==> src/rtl/pattern_sequencer_pkg.sv <==
// Shared definitions for the pattern sequencer: sweep-order encodings,
// controller states and the per-mode vector count.
package pattern_sequencer_pkg;

  typedef enum logic [1:0] {
    MODE_BIN_UP   = 2'd0,
    MODE_GRAY     = 2'd1,
    MODE_WALK1    = 2'd2,
    MODE_BIN_DOWN = 2'd3
  } mode_e;

  typedef enum logic [1:0] {
    ST_IDLE = 2'd0,
    ST_RUN  = 2'd1,
    ST_DONE = 2'd2
  } state_e;

  // Hold counter width; covers HOLD up to 65535.
  localparam int HOLD_CNT_W = 16;

  // Number of vectors in one sweep: walking-one visits each bit once,
  // every other order visits the full code space.
  function automatic int num_vectors(input mode_e m, input int width);
    return (m == MODE_WALK1) ? width : (1 << width);
  endfunction

endpackage

==> src/rtl/pattern_sequencer_if.sv <==
// Handshake/bus bundle between a sweep controller user (master) and the
// pattern sequencer (slave).
interface pattern_sequencer_if #(
  parameter int WIDTH = 3
) ();
  logic                  start;
  logic [1:0]            mode;
  logic                  abort;
  logic                  y;
  logic [WIDTH-1:0]      x;
  logic [WIDTH-1:0]      vec_idx;
  logic                  busy;
  logic                  done;
  logic [WIDTH:0]        ones_cnt;
  logic [2**WIDTH-1:0]   resp_map;

  modport master (
    output start, mode, abort, y,
    input  x, vec_idx, busy, done, ones_cnt, resp_map
  );

  modport slave (
    input  start, mode, abort, y,
    output x, vec_idx, busy, done, ones_cnt, resp_map
  );
endinterface

==> src/rtl/pattern_sequencer_encode.sv <==
// Combinational sweep-order mapping from vector ordinal to stimulus value.
module pattern_encode
  import pattern_sequencer_pkg::*;
#(
  parameter int WIDTH = 3
) (
  input  mode_e            mode,
  input  logic [WIDTH-1:0] idx,
  output logic [WIDTH-1:0] x
);

  // Down-count uses ~idx, which equals (2**WIDTH-1)-idx.
  always_comb begin
    x = '0;
    case (mode)
      MODE_BIN_UP:   x = idx;
      MODE_GRAY:     x = idx ^ (idx >> 1);
      MODE_WALK1:    x = WIDTH'(1) << idx;
      MODE_BIN_DOWN: x = ~idx;
      default:       x = idx;
    endcase
  end

endmodule

==> src/rtl/pattern_sequencer.sv <==
// Stimulus sweep controller: steps a registered vector x through a
// mode-dependent order, holds each vector HOLD cycles, samples the DUT
// response on the last hold cycle and builds a truth table plus ones count.
module pattern_sequencer
  import pattern_sequencer_pkg::*;
#(
  parameter int WIDTH = 3,
  parameter int HOLD  = 20
) (
  input  logic                clk,
  input  logic                rst_n,
  pattern_sequencer_if.slave  bus
);

  localparam logic [HOLD_CNT_W-1:0] HOLD_LAST = HOLD_CNT_W'(HOLD - 1);

  state_e                  state_q, state_d;
  mode_e                   mode_q, mode_d;
  logic [WIDTH-1:0]        idx_q, idx_d;
  logic [WIDTH-1:0]        x_q, x_d;
  logic [HOLD_CNT_W-1:0]   hold_q, hold_d;
  logic                    busy_q, busy_d;
  logic                    done_q, done_d;
  logic [WIDTH:0]          ones_q, ones_d;
  logic [2**WIDTH-1:0]     map_q, map_d;

  mode_e                   enc_mode;
  logic [WIDTH-1:0]        enc_idx, enc_x;
  logic [WIDTH:0]          last_idx;

  // The encoder always looks one vector ahead: vector 0 of the requested
  // mode while idle, otherwise the successor of the current vector.
  assign enc_mode = (state_q == ST_IDLE) ? mode_e'(bus.mode) : mode_q;
  assign enc_idx  = (state_q == ST_IDLE) ? '0 : idx_q + 1'b1;
  assign last_idx = (WIDTH+1)'(num_vectors(mode_q, WIDTH) - 1);

  pattern_encode #(.WIDTH(WIDTH)) u_encode (
    .mode (enc_mode),
    .idx  (enc_idx),
    .x    (enc_x)
  );

  // Next-state: accept, hold/sample/advance, abort (wins over sampling), done.
  always_comb begin
    state_d = state_q;
    mode_d  = mode_q;
    idx_d   = idx_q;
    x_d     = x_q;
    hold_d  = hold_q;
    busy_d  = busy_q;
    done_d  = 1'b0;
    ones_d  = ones_q;
    map_d   = map_q;
    case (state_q)
      ST_IDLE: begin
        if (bus.start) begin
          mode_d  = mode_e'(bus.mode);
          idx_d   = '0;
          hold_d  = '0;
          x_d     = enc_x;
          ones_d  = '0;
          map_d   = '0;
          busy_d  = 1'b1;
          state_d = ST_RUN;
        end
      end
      ST_RUN: begin
        if (bus.abort) begin
          // Partial results stay visible; the pending sample is dropped.
          idx_d   = '0;
          hold_d  = '0;
          x_d     = '0;
          busy_d  = 1'b0;
          state_d = ST_IDLE;
        end else if (hold_q == HOLD_LAST) begin
          map_d[x_q] = bus.y;
          ones_d     = ones_q + (WIDTH+1)'(bus.y);
          if ({1'b0, idx_q} < last_idx) begin
            idx_d  = idx_q + 1'b1;
            hold_d = '0;
            x_d    = enc_x;
          end else begin
            busy_d  = 1'b0;
            done_d  = 1'b1;
            state_d = ST_DONE;
          end
        end else begin
          hold_d = hold_q + 1'b1;
        end
      end
      ST_DONE: begin
        state_d = ST_IDLE;
      end
      default: begin
        state_d = ST_IDLE;
      end
    endcase
  end

  // State and registered outputs; reset clears everything asynchronously.
  always_ff @(posedge clk or negedge rst_n) begin
    if (!rst_n) begin
      state_q <= ST_IDLE;
      mode_q  <= MODE_BIN_UP;
      idx_q   <= '0;
      x_q     <= '0;
      hold_q  <= '0;
      busy_q  <= 1'b0;
      done_q  <= 1'b0;
      ones_q  <= '0;
      map_q   <= '0;
    end else begin
      state_q <= state_d;
      mode_q  <= mode_d;
      idx_q   <= idx_d;
      x_q     <= x_d;
      hold_q  <= hold_d;
      busy_q  <= busy_d;
      done_q  <= done_d;
      ones_q  <= ones_d;
      map_q   <= map_d;
    end
  end

  assign bus.x        = x_q;
  assign bus.vec_idx  = idx_q;
  assign bus.busy     = busy_q;
  assign bus.done     = done_q;
  assign bus.ones_cnt = ones_q;
  assign bus.resp_map = map_q;

endmodule

==> src/flat_wrapper.sv <==
// flat-port wrapper written by rule: the top's interface ports become plain ports
module pattern_sequencer_flat import pattern_sequencer_pkg::*;
#(
  parameter int WIDTH = 3,
  parameter int HOLD  = 20
)
  (clk, rst_n, bus_start, bus_mode, bus_abort, bus_y, bus_x, bus_vec_idx, bus_busy, bus_done, bus_ones_cnt, bus_resp_map);
  pattern_sequencer_if #(.WIDTH(WIDTH)) bus_i ();
  input  logic clk;
  input  logic rst_n;
  input wire logic [$bits(bus_i.start)-1:0] bus_start;
  input wire logic [$bits(bus_i.mode)-1:0] bus_mode;
  input wire logic [$bits(bus_i.abort)-1:0] bus_abort;
  input wire logic [$bits(bus_i.y)-1:0] bus_y;
  output wire logic [$bits(bus_i.x)-1:0] bus_x;
  output wire logic [$bits(bus_i.vec_idx)-1:0] bus_vec_idx;
  output wire logic [$bits(bus_i.busy)-1:0] bus_busy;
  output wire logic [$bits(bus_i.done)-1:0] bus_done;
  output wire logic [$bits(bus_i.ones_cnt)-1:0] bus_ones_cnt;
  output wire logic [$bits(bus_i.resp_map)-1:0] bus_resp_map;
  assign bus_i.start = bus_start;
  assign bus_i.mode = bus_mode;
  assign bus_i.abort = bus_abort;
  assign bus_i.y = bus_y;
  assign bus_x = bus_i.x;
  assign bus_vec_idx = bus_i.vec_idx;
  assign bus_busy = bus_i.busy;
  assign bus_done = bus_i.done;
  assign bus_ones_cnt = bus_i.ones_cnt;
  assign bus_resp_map = bus_i.resp_map;
  pattern_sequencer #(.WIDTH(WIDTH), .HOLD(HOLD)) u_core (.clk(clk), .rst_n(rst_n), .bus(bus_i));
endmodule
==> config.mk <==
export PLATFORM = sky130hd
export DESIGN_NAME = pattern_sequencer_flat
export DESIGN_NICKNAME = d
export VERILOG_FILES = /design/src/rtl/pattern_sequencer_pkg.sv /design/src/rtl/pattern_sequencer_if.sv /design/src/rtl/pattern_sequencer_encode.sv /design/src/rtl/pattern_sequencer.sv /design/src/flat_wrapper.sv
export SDC_FILE = /design/constraint.sdc
export NUM_CORES = 1
export LEC_CHECK = 0
export ABC_AREA = 1
export BUFFER_PORTS_ARGS = -buffer_cell sky130_fd_sc_hd__buf_2
export CAP_MARGIN = 10
export CORE_UTILIZATION = 40
export DETAILED_ROUTE_END_ITERATION = 10
export SETUP_SLACK_MARGIN = 0.3
export SLEW_MARGIN = 20
export SYNTH_ARGS = -nofsm -noshare
export SYNTH_HDL_FRONTEND = slang
export SYNTH_SLANG_ARGS = --single-unit
==> constraint.sdc <==
create_clock -name clk -period 1.86 [get_ports clk]
set_input_delay 0.093 -clock clk [delete_from_list [all_inputs] [get_ports clk]]
set_output_delay 0.093 -clock clk [all_outputs]
set_load 0.01 [all_outputs]
==> results of run 1 <==
==> layer usage <==
metal / wire (um) / GRT usage (%)
met5: 0 / 0
met3: 176 / 3.297
met4: 47 / 5.517
met2: 3105 / 32.73
met1: 3091 / 25.08
==> critical path: stages, from the launching register on <==
cell	delay (ns)
dfrtp_1	0.40
nand2_2	0.08
inv_2	0.04
ha_4	0.24
nand2_1	0.04
inv_1	0.04
nand2_1	0.06
nand2_2	0.10
nand2_4	0.08
o21ai_4	0.24
clkbuf_16	0.20
nand2_2	0.04
o21ai_1	0.06
==> worst max-delay path by stage <==
stage	endpoint	slack, ns
final	u_core.hold_q[8]	0.17
after global routing	u_core.hold_q[15]	0.08
after CTS	u_core.hold_q[4]	0.25
after detailed placement	u_core.bus.x[0]	0.13
after global placement	u_core.bus.x[0]	0.18
after floorplan	u_core.hold_q[4]	0.29
==> cells in the mapped netlist, drive strengths merged, types with 5 or more instances <==
library cell / number / area share [%]
nand4: 12 / 2.9
or2: 5 / 1.2
o21ai: 30 / 6.2
dfrtp: 40 / 38
nand3: 38 / 7.7
inv: 41 / 5.9
nor3: 9 / 1.9
nand2: 125 / 19
nor2: 33 / 6.0
buf: 5 / 1.6
ha: 8 / 3.9
==> state kept, by name, indices dropped and copies added (netlist names) <==
register and count:
u_core.mode_q 2, u_core.bus.done 1, u_core.bus.ones_cnt 4, u_core.bus.busy 1
u_core.hold_q 16, u_core.bus.x 3, u_core.state_q 2, u_core.bus.vec_idx 3
u_core.bus.resp_map 8
==> final cells by class <==
cell class / instances / area (um2)
Fill cell: 606 / 2974
Multi-Input combinational cell: 276 / 1551
Sequential cell: 40 / 1013
Timing Repair Buffer: 58 / 430.4
Inverter: 41 / 165.2
Tap cell: 77 / 96.34
Clock buffer: 6 / 72.57
Clock inverter: 1 / 5.005
Timing Repair inverter: 1 / 5.005
==> per-stage QoR <==
step                cells  power, mW
floorplan             365      2.060
global placement      467      2.424
detailed placement    467      2.450
CTS                   485      3.211
global route          500      3.646
finish                500      3.377
==> logic make-up after synthesis <==
family	Yosys count	synth area share, %
simple gates	226	40.04
fa+ha+maj	8	3.850
compound gates	39	8.615
flops	40	38.50
xor+xnor	3	1.011
buf+inv	49	7.988
==> what timing repair did <==
item,CTS,global route
hold endpoints to repair,18,0
hold buffers,1,0
pin swaps,6,15
buffers inserted,9,13
endpoints found under the setup margin,28,32
gates cloned,1,2
resized for setup,16,47
==> power breakdown <==
group	switching, mW	internal [mW]
combinational	0.955	0.672
clock	0.303	0.256
sequential	0.168	1.02
total	1.43	1.95
==> summary.txt, run 1 <==
Outcome
  • Status: finished, final reports clean

Clocking
  • Clock Pin Slew Worst Setup and Hold Paths: 0.08 ns
  • CTS Buf Count: 5
  • Root buf cell: clkbuf_8
  • Clock Path Buffers: 2
  • Clock sinks: 40
  • Worst-Skew Late Latency: 0.29 ns
  • CTS tree: done
  • CTS H-tree depth: 2

Layout
  • Final Cell Area: 3339 um2
  • # diodes: 0
  • Fin util: 52.89%
  • Most frequent cells in the layout: 110 x nand2_1, 33 x nand3_1, 32 x inv_1
  • Layout area overhead: 28.44%
  • Nets: 438
  • Commonest non-fill, non-tap cell in the layout: nand2_1
  • Fraction of layout cells with a size suffix above 1: 31.44%

Power and ir drop
  • Worst vdd ir: 0.0006619 V
  • Pwr per Cell Area: 1011 nW/um2
  • Static leakage: 1.662 nW

Die
  • DIE AREA: 6826 um2
  • Std-Cell Rows: 29
  • Die Span Y: 82.62 um
  • Core ar.: 6314 um2
  • Starting Density: 41.18%
  • # IOs: 27
  • Die W: 82.62 um

Logic synthesis
  • Syn nets: 380
  • Post-synth top flop: dfrtp_1
  • Fraction of registers with async set/reset: 100.0%
  • Flops & latches, synth: 40
  • Yosys cell types: 32
  • Mapped Cells: 365
  • Register area share after synthesis: 38.50%
  • Post-synth EDFFs: 0
  • Post-synthesis cell area: 2600 um2
  • Syn avg cell area: 7.123 um2
  • Synthesis warning total: 0

Timing
  • # setup viols final: 0
  • Max_slew headroom: 68.00%
  • Final Skew: 0.004245 ns
  • Final worst-path cycle share: 91.10%
  • Tmin final: 1.695 ns
  • Final TNS setup: 0 ns
  • Worst Tran Pin Value: 0.4800 ns
  • Max Fclk: 590.1 MHz
  • Slew Limit Fails: 0
  • Fin worst setup slack: 0.1655 ns
  • Final hold viol count: 0
  • Hold Slack: 0.04998 ns
  • RSZ-0062 raised after global routing: yes

Route
  • Vias: 2524
  • Routed WL: 6.420 mm
  • Drt pass-1 iters: 5
  • Drc violations: 0
  • DR WL/cell: 12.84 um
  • Routed Antenna Nets: 0
  • Via density: 5.048
  • Initial DRC Count: 126

Place
  • Final HPWL DP: 4.440 mm
  • Dpl ws: 0.1316 ns
  • IO buf count: 26
  • Cell Area, Placed: 2858 um2
  • Gp weighted congestion: 0.8046

Critical path
  • Flop2flop setup slack: 0.17 ns
  • Arr. time, crit path: 1.91 ns
  • FF-to-FF path depth: 12
  • Critical Path Start: u_core.mode_q[1]
  • Setup Crit Path Kind: register to register
  • FF-to-FF Start: u_core.mode_q[1]
  • CP max FO: 8
  • Kind of end point of the critical path: register
  • Worst R2R End: u_core.hold_q[8]
  • Worst Path Required: 2.08 ns
  • CP Launch Type: register

Global route
  • Gr usage total: 19.29%
  • Largest net degree at the start of global routing: 23
  • Gr ovfl total: 0
  • First-pass GRT wire length: 10.04 mm
  • Antenna violations before repair: 0
  • Number of global-route vias before repair: 2192

Min path
  • Hold EP: u_core.hold_q[4]
  • Hold Crit Class: input pin to register
  • Hold Startpoint: bus_abort
  • Worst hold path depth: 2

Job
  • Max Cap Violations: 0
(Power assumes the default switching activity.)
==> run 2: changes to the inputs <==
Settings changed: ABC_AREA 1 to 0.
==> run 2 against run 1 <==
Effect of this change: sequential cell count unchanged; first-iteration DRC count decreased by 35%; non-clock buffer count increased by 44; clock skew increased by 0.0060 ns; register-to-register slack got worse by 0.16 ns; synthesized area decreased by 5.2%; setup slack got worse by 0.16 ns; via count decreased by 7.5%; sequential power decreased by 13%; clock power increased by 32%; clock-buffer cell count decreased by 1; synthesized cell count decreased by 30%; critical endpoint is now u_core.hold_q[9]; largest power group is now sequential cells.
==> summary.txt, run 2 <==
Layout
  • Max reg flops: 16 (unchanged)
  • Fin util: 64.31% (was 52.89%)
  • Commonest non-fill, non-tap cell in the layout: buf_4 (was nand2_1)
  • Fraction of layout cells with a size suffix above 1: 52.12% (was 31.44%)
  • Total area of sequential cells: 1003 um2 (was 1013 um2)
  • Nets: 367 (was 438)
  • Post-Layout Cell Count: 428 (was 500)
  • Layout area overhead: 54.55% (was 28.44%)
  • Fillers: 464 (was 606)
  • # diodes: 0 (unchanged)
  • Reg with most FFs: u_core.hold_q (unchanged)
  • Most frequent cells in the layout: 58 x buf_4, 38 x dfrtp_1, 30 x nand2_1 (was 110 x nand2_1, 33 x nand3_1, 32 x inv_1)
  • Multi-input logic area: 1774 um2 (was 1551 um2)

Logic synthesis
  • Synth top cells by count: 40 x dfrtp_1, 33 x nand2_1, 14 x nand3_1, 14 x nor2_1, 14 x o21ai_0 (was 119 x nand2_1, 40 x dfrtp_1, 38 x inv_1, 36 x nand3_1, 26 x nor2_1)
  • Syn avg cell area: 9.623 um2 (was 7.123 um2)
  • Fraction of registers with async set/reset: 100.0% (unchanged)
  • Post-synthesis cell area: 2464 um2 (was 2600 um2)
  • Register area share after synthesis: 40.63% (was 38.50%)
  • Syn nets: 271 (was 380)
  • Post-synth EDFFs: 0 (unchanged)
  • Most common cell in the netlist: dfrtp_1 (was nand2_1)
  • Synth top area share: 40.63% (was 38.50%)
  • Flops & latches, synth: 40 (unchanged)
  • Post-synth top flop: dfrtp_1 (unchanged)
  • Leading post-synthesis cells by cell area: dfrtp_1 41%, nand2_1 5.0%, mux2i_1 4.5%, ha_1 4.1%, nand3_1 2.8% (was dfrtp_1 38%, nand2_1 17%, nand3_1 6.9%, inv_1 5.5%, o21ai_0 4.6%)
  • Yosys cell types: 53 (was 32)
  • Mapped Cells: 256 (was 365)
  • Largest area contributor in the netlist: dfrtp_1 (unchanged)
  • Synthesis warning total: 0 (unchanged)

Power and ir drop
  • Static leakage: 1.724 nW (was 1.662 nW)
  • Logic pwr share: 28.4% (was 48.2%)
  • Sw frac: 33.04% (was 42.20%)
  • Power share of the clock group: 29.6% (was 16.5%)
  • Pwr per Cell Area: 653.8 nW/um2 (was 1011 nW/um2)
  • Sequential power share: 41.9% (was 35.3%)
  • Psw: 0.8224 mW (was 1.425 mW)
  • P_int: 1.667 mW (was 1.952 mW)
  • Worst vdd ir: 0.0003850 V (was 0.0006619 V)

Global route
  • Gr usage total: 21.88% (was 19.29%)
  • Antenna violations before repair: 0 (unchanged)
  • First-pass GRT wire length: 11.02 mm (was 10.04 mm)
  • Number of global-route vias before repair: 2352 (was 2192)
  • Gr ovfl total: 0 (unchanged)
  • Largest net degree at the start of global routing: 39 (was 23)

Timing
  • Fin worst setup slack: 0.007553 ns (was 0.1655 ns)
  • Final TNS setup: 0 ns (unchanged)
  • Worst Tran Pin Value: 0.5070 ns (was 0.4800 ns)
  • Max_slew headroom: 66.20% (was 68.00%)
  • Final hold viol count: 0 (unchanged)
  • RSZ-0062 raised after global routing: yes (unchanged)
  • # setup viols final: 0 (unchanged)
  • Slew Limit Fails: 0 (unchanged)
  • Final worst-path cycle share: 99.59% (was 91.10%)
  • Max Fclk: 539.8 MHz (was 590.1 MHz)
  • Final Skew: 0.01029 ns (was 0.004245 ns)
  • Tmin final: 1.852 ns (was 1.695 ns)

Clocking
  • CTS H-tree depth: 2 (unchanged)
  • Clock sinks: 40 (unchanged)
  • Root buf cell: clkbuf_8 (unchanged)
  • Worst-Skew Late Latency: 0.30 ns (was 0.29 ns)
  • CTS Buf Count: 5 (unchanged)
  • Clock Pin Slew Worst Setup and Hold Paths: 0.08 ns (about the same)
  • Clock Path Buffers: 2 (unchanged)
  • CTS tree: done (unchanged)

Route
  • Vias: 2334 (was 2524)
  • Routed WL: 6.898 mm (was 6.420 mm)
  • Initial DRC Count: 82 (was 126)
  • Routed Antenna Nets: 0 (unchanged)
  • DR WL/cell: 16.12 um (was 12.84 um)
  • Drc violations: 0 (unchanged)
  • Via density: 5.453 (was 5.048)
  • Drt pass-1 iters: 5 (unchanged)

Critical path
  • Worst R2R End: u_core.hold_q[9] (was u_core.hold_q[8])
  • CP max stage cell: dfrtp_1 (unchanged)
  • Worst Path Required: 2.05 ns (was 2.08 ns)
  • CP cell instances: nor2b_4 -> ha_4 -> a21o_1 -> o31ai_4 -> a21oi_4 -> buf_12 -> nand2_4 -> o41ai_4 (was nand2_2 -> inv_2 -> ha_4 -> nand2_1 -> inv_1 -> nand2_1 -> nand2_2 -> nand2_4 -> o21ai_4 -> clkbuf_16 -> nand2_2 -> o21ai_1)
  • FF-to-FF path depth: 8 (was 12)
  • Top delay family on crit path: compound AO/OA/AOI/OAI gates (was flip-flops)
  • CP bufs+invs: 1 (was 3)
  • CP Launch Type: register (unchanged)
  • Largest stage delay, worst path: 0.38 ns (was 0.40 ns)
  • FF-to-FF Start: u_core.mode_q[1] (unchanged)
  • CP max FO: 7 (was 8)
  • Setup Crit Path Kind: register to register (unchanged)
  • Kind of end point of the critical path: register (unchanged)
  • Flop2flop setup slack: 0.008 ns (was 0.17 ns)
  • Arr. time, crit path: 2.04 ns (was 1.91 ns)

Min path
  • Hold Startpoint: bus_mode[0] (was bus_abort)
  • Hold EP: u_core.mode_q[0] (was u_core.hold_q[4])
  • Hold Crit Class: input pin to register (unchanged)
  • Worst hold path depth: 3 (was 2)

Die
  • Die Span Y: 80.48 um (was 82.62 um)
  • Starting Density: 41.61% (was 41.18%)
  • DIE AREA: 6477 um2 (was 6826 um2)
  • Core ar.: 5921 um2 (was 6314 um2)
  • Std-Cell Rows: 28 (was 29)
  • Die W: 80.48 um (was 82.62 um)
  • # IOs: 27 (unchanged)

Place
  • Gp weighted congestion: 0.8708 (was 0.8046)
  • IO buf count: 26 (unchanged)
  • Placed cells: 391 (was 467)
  • Final HPWL DP: 4.412 mm (was 4.440 mm)
  • Dpl ws: -0.03829 ns (was 0.1316 ns)

Outcome
  • Status: finished, final reports clean (unchanged)

Job
  • Max Cap Violations: 0 (unchanged)
-- run 2: cell types whose count changed after synthesis, moves of 6 or more --
cell and delta:
nand2_1 -86, inv_1 -27, nand3_1 -22, nor2_1 -12, mux2i_1 +11, o21ai_0 -10, nand4_1 -8, a21oi_1 +6
-- run 2: repair_timing --
action,CTS,global route
pin swaps,25,27
setup endpoints to repair,38,39
endpoints found under the hold margin,40,0
hold buffers,1,0
resized for setup,45,53
setup buffers,14,13
cloned,1,0
-- run 2: metal layers --
metal	GRT usage (%)	routed length [um]	vias up
met5	0	0	-
met1	28.41	3084	1136
met4	5.714	81	0
li1	-	-	1139
met3	4.432	238	11
met2	36.69	3493	48
-- run 2: power by group through the flow --
stage / sequential [mW] / combinational [mW] / clock, mW
2_1_floorplan: 1.02 / 0.377 / 0
3_3_place_gp: 1.05 / 0.565 / 0
3_5_place_dp: 1.06 / 0.572 / 0
4_1_cts: 1.04 / 0.634 / 0.742
5_1_grt: 1.06 / 0.770 / 0.793
6_report: 1.04 / 0.708 / 0.738
-- run 2: through the flow --
stage	instance area [um2]	hold slack [ns]	power (mW)
floorplan	2539	-0.2026	1.397
global placement	3059	-0.1148	1.620
detailed placement	3059	-0.1137	1.630
CTS	3473	0.04649	2.419
global route	3807	0.03915	2.622
finish	3807	0.04083	2.489
-- run 2: worst max-delay path by stage --
stage,startpoint,end,depth (start not counted)
finish,u_core.mode_q[1],u_core.hold_q[9],8
global route,u_core.hold_q[0],u_core.hold_q[3],8
CTS,u_core.mode_q[1],u_core.hold_q[9],8
detailed placement,u_core.mode_q[1],u_core.hold_q[9],8
global placement,u_core.hold_q[13],u_core.bus.resp_map[2],5
floorplan,u_core.hold_q[0],u_core.bus.resp_map[4],8
-- run 2: tightest hold or removal path, delay by kind of cell --
kind	cells	cell delay [ns]
simple gates	1	0.04
compound gates	1	0.07
buf+inv	1	0.09
-- run 2: logic make-up after synthesis --
group,Yosys count,synth area share (%)
compound gates,67,20.16
xor+xnor,3,1.067
fa+ha+maj,8,4.063
buf+inv,25,4.926
flops,40,40.63
mux,15,6.298
simple gates,98,22.85
-- run 2: area by class of cell --
cell class	instances	share of cell area, %
multi-input combinational	192	46.60
sequential	40	26.36
timing repair buffer	102	20.57
tap	75	2.465
clock buffer	5	1.807
clock inverter	3	1.117
inverter	11	1.084
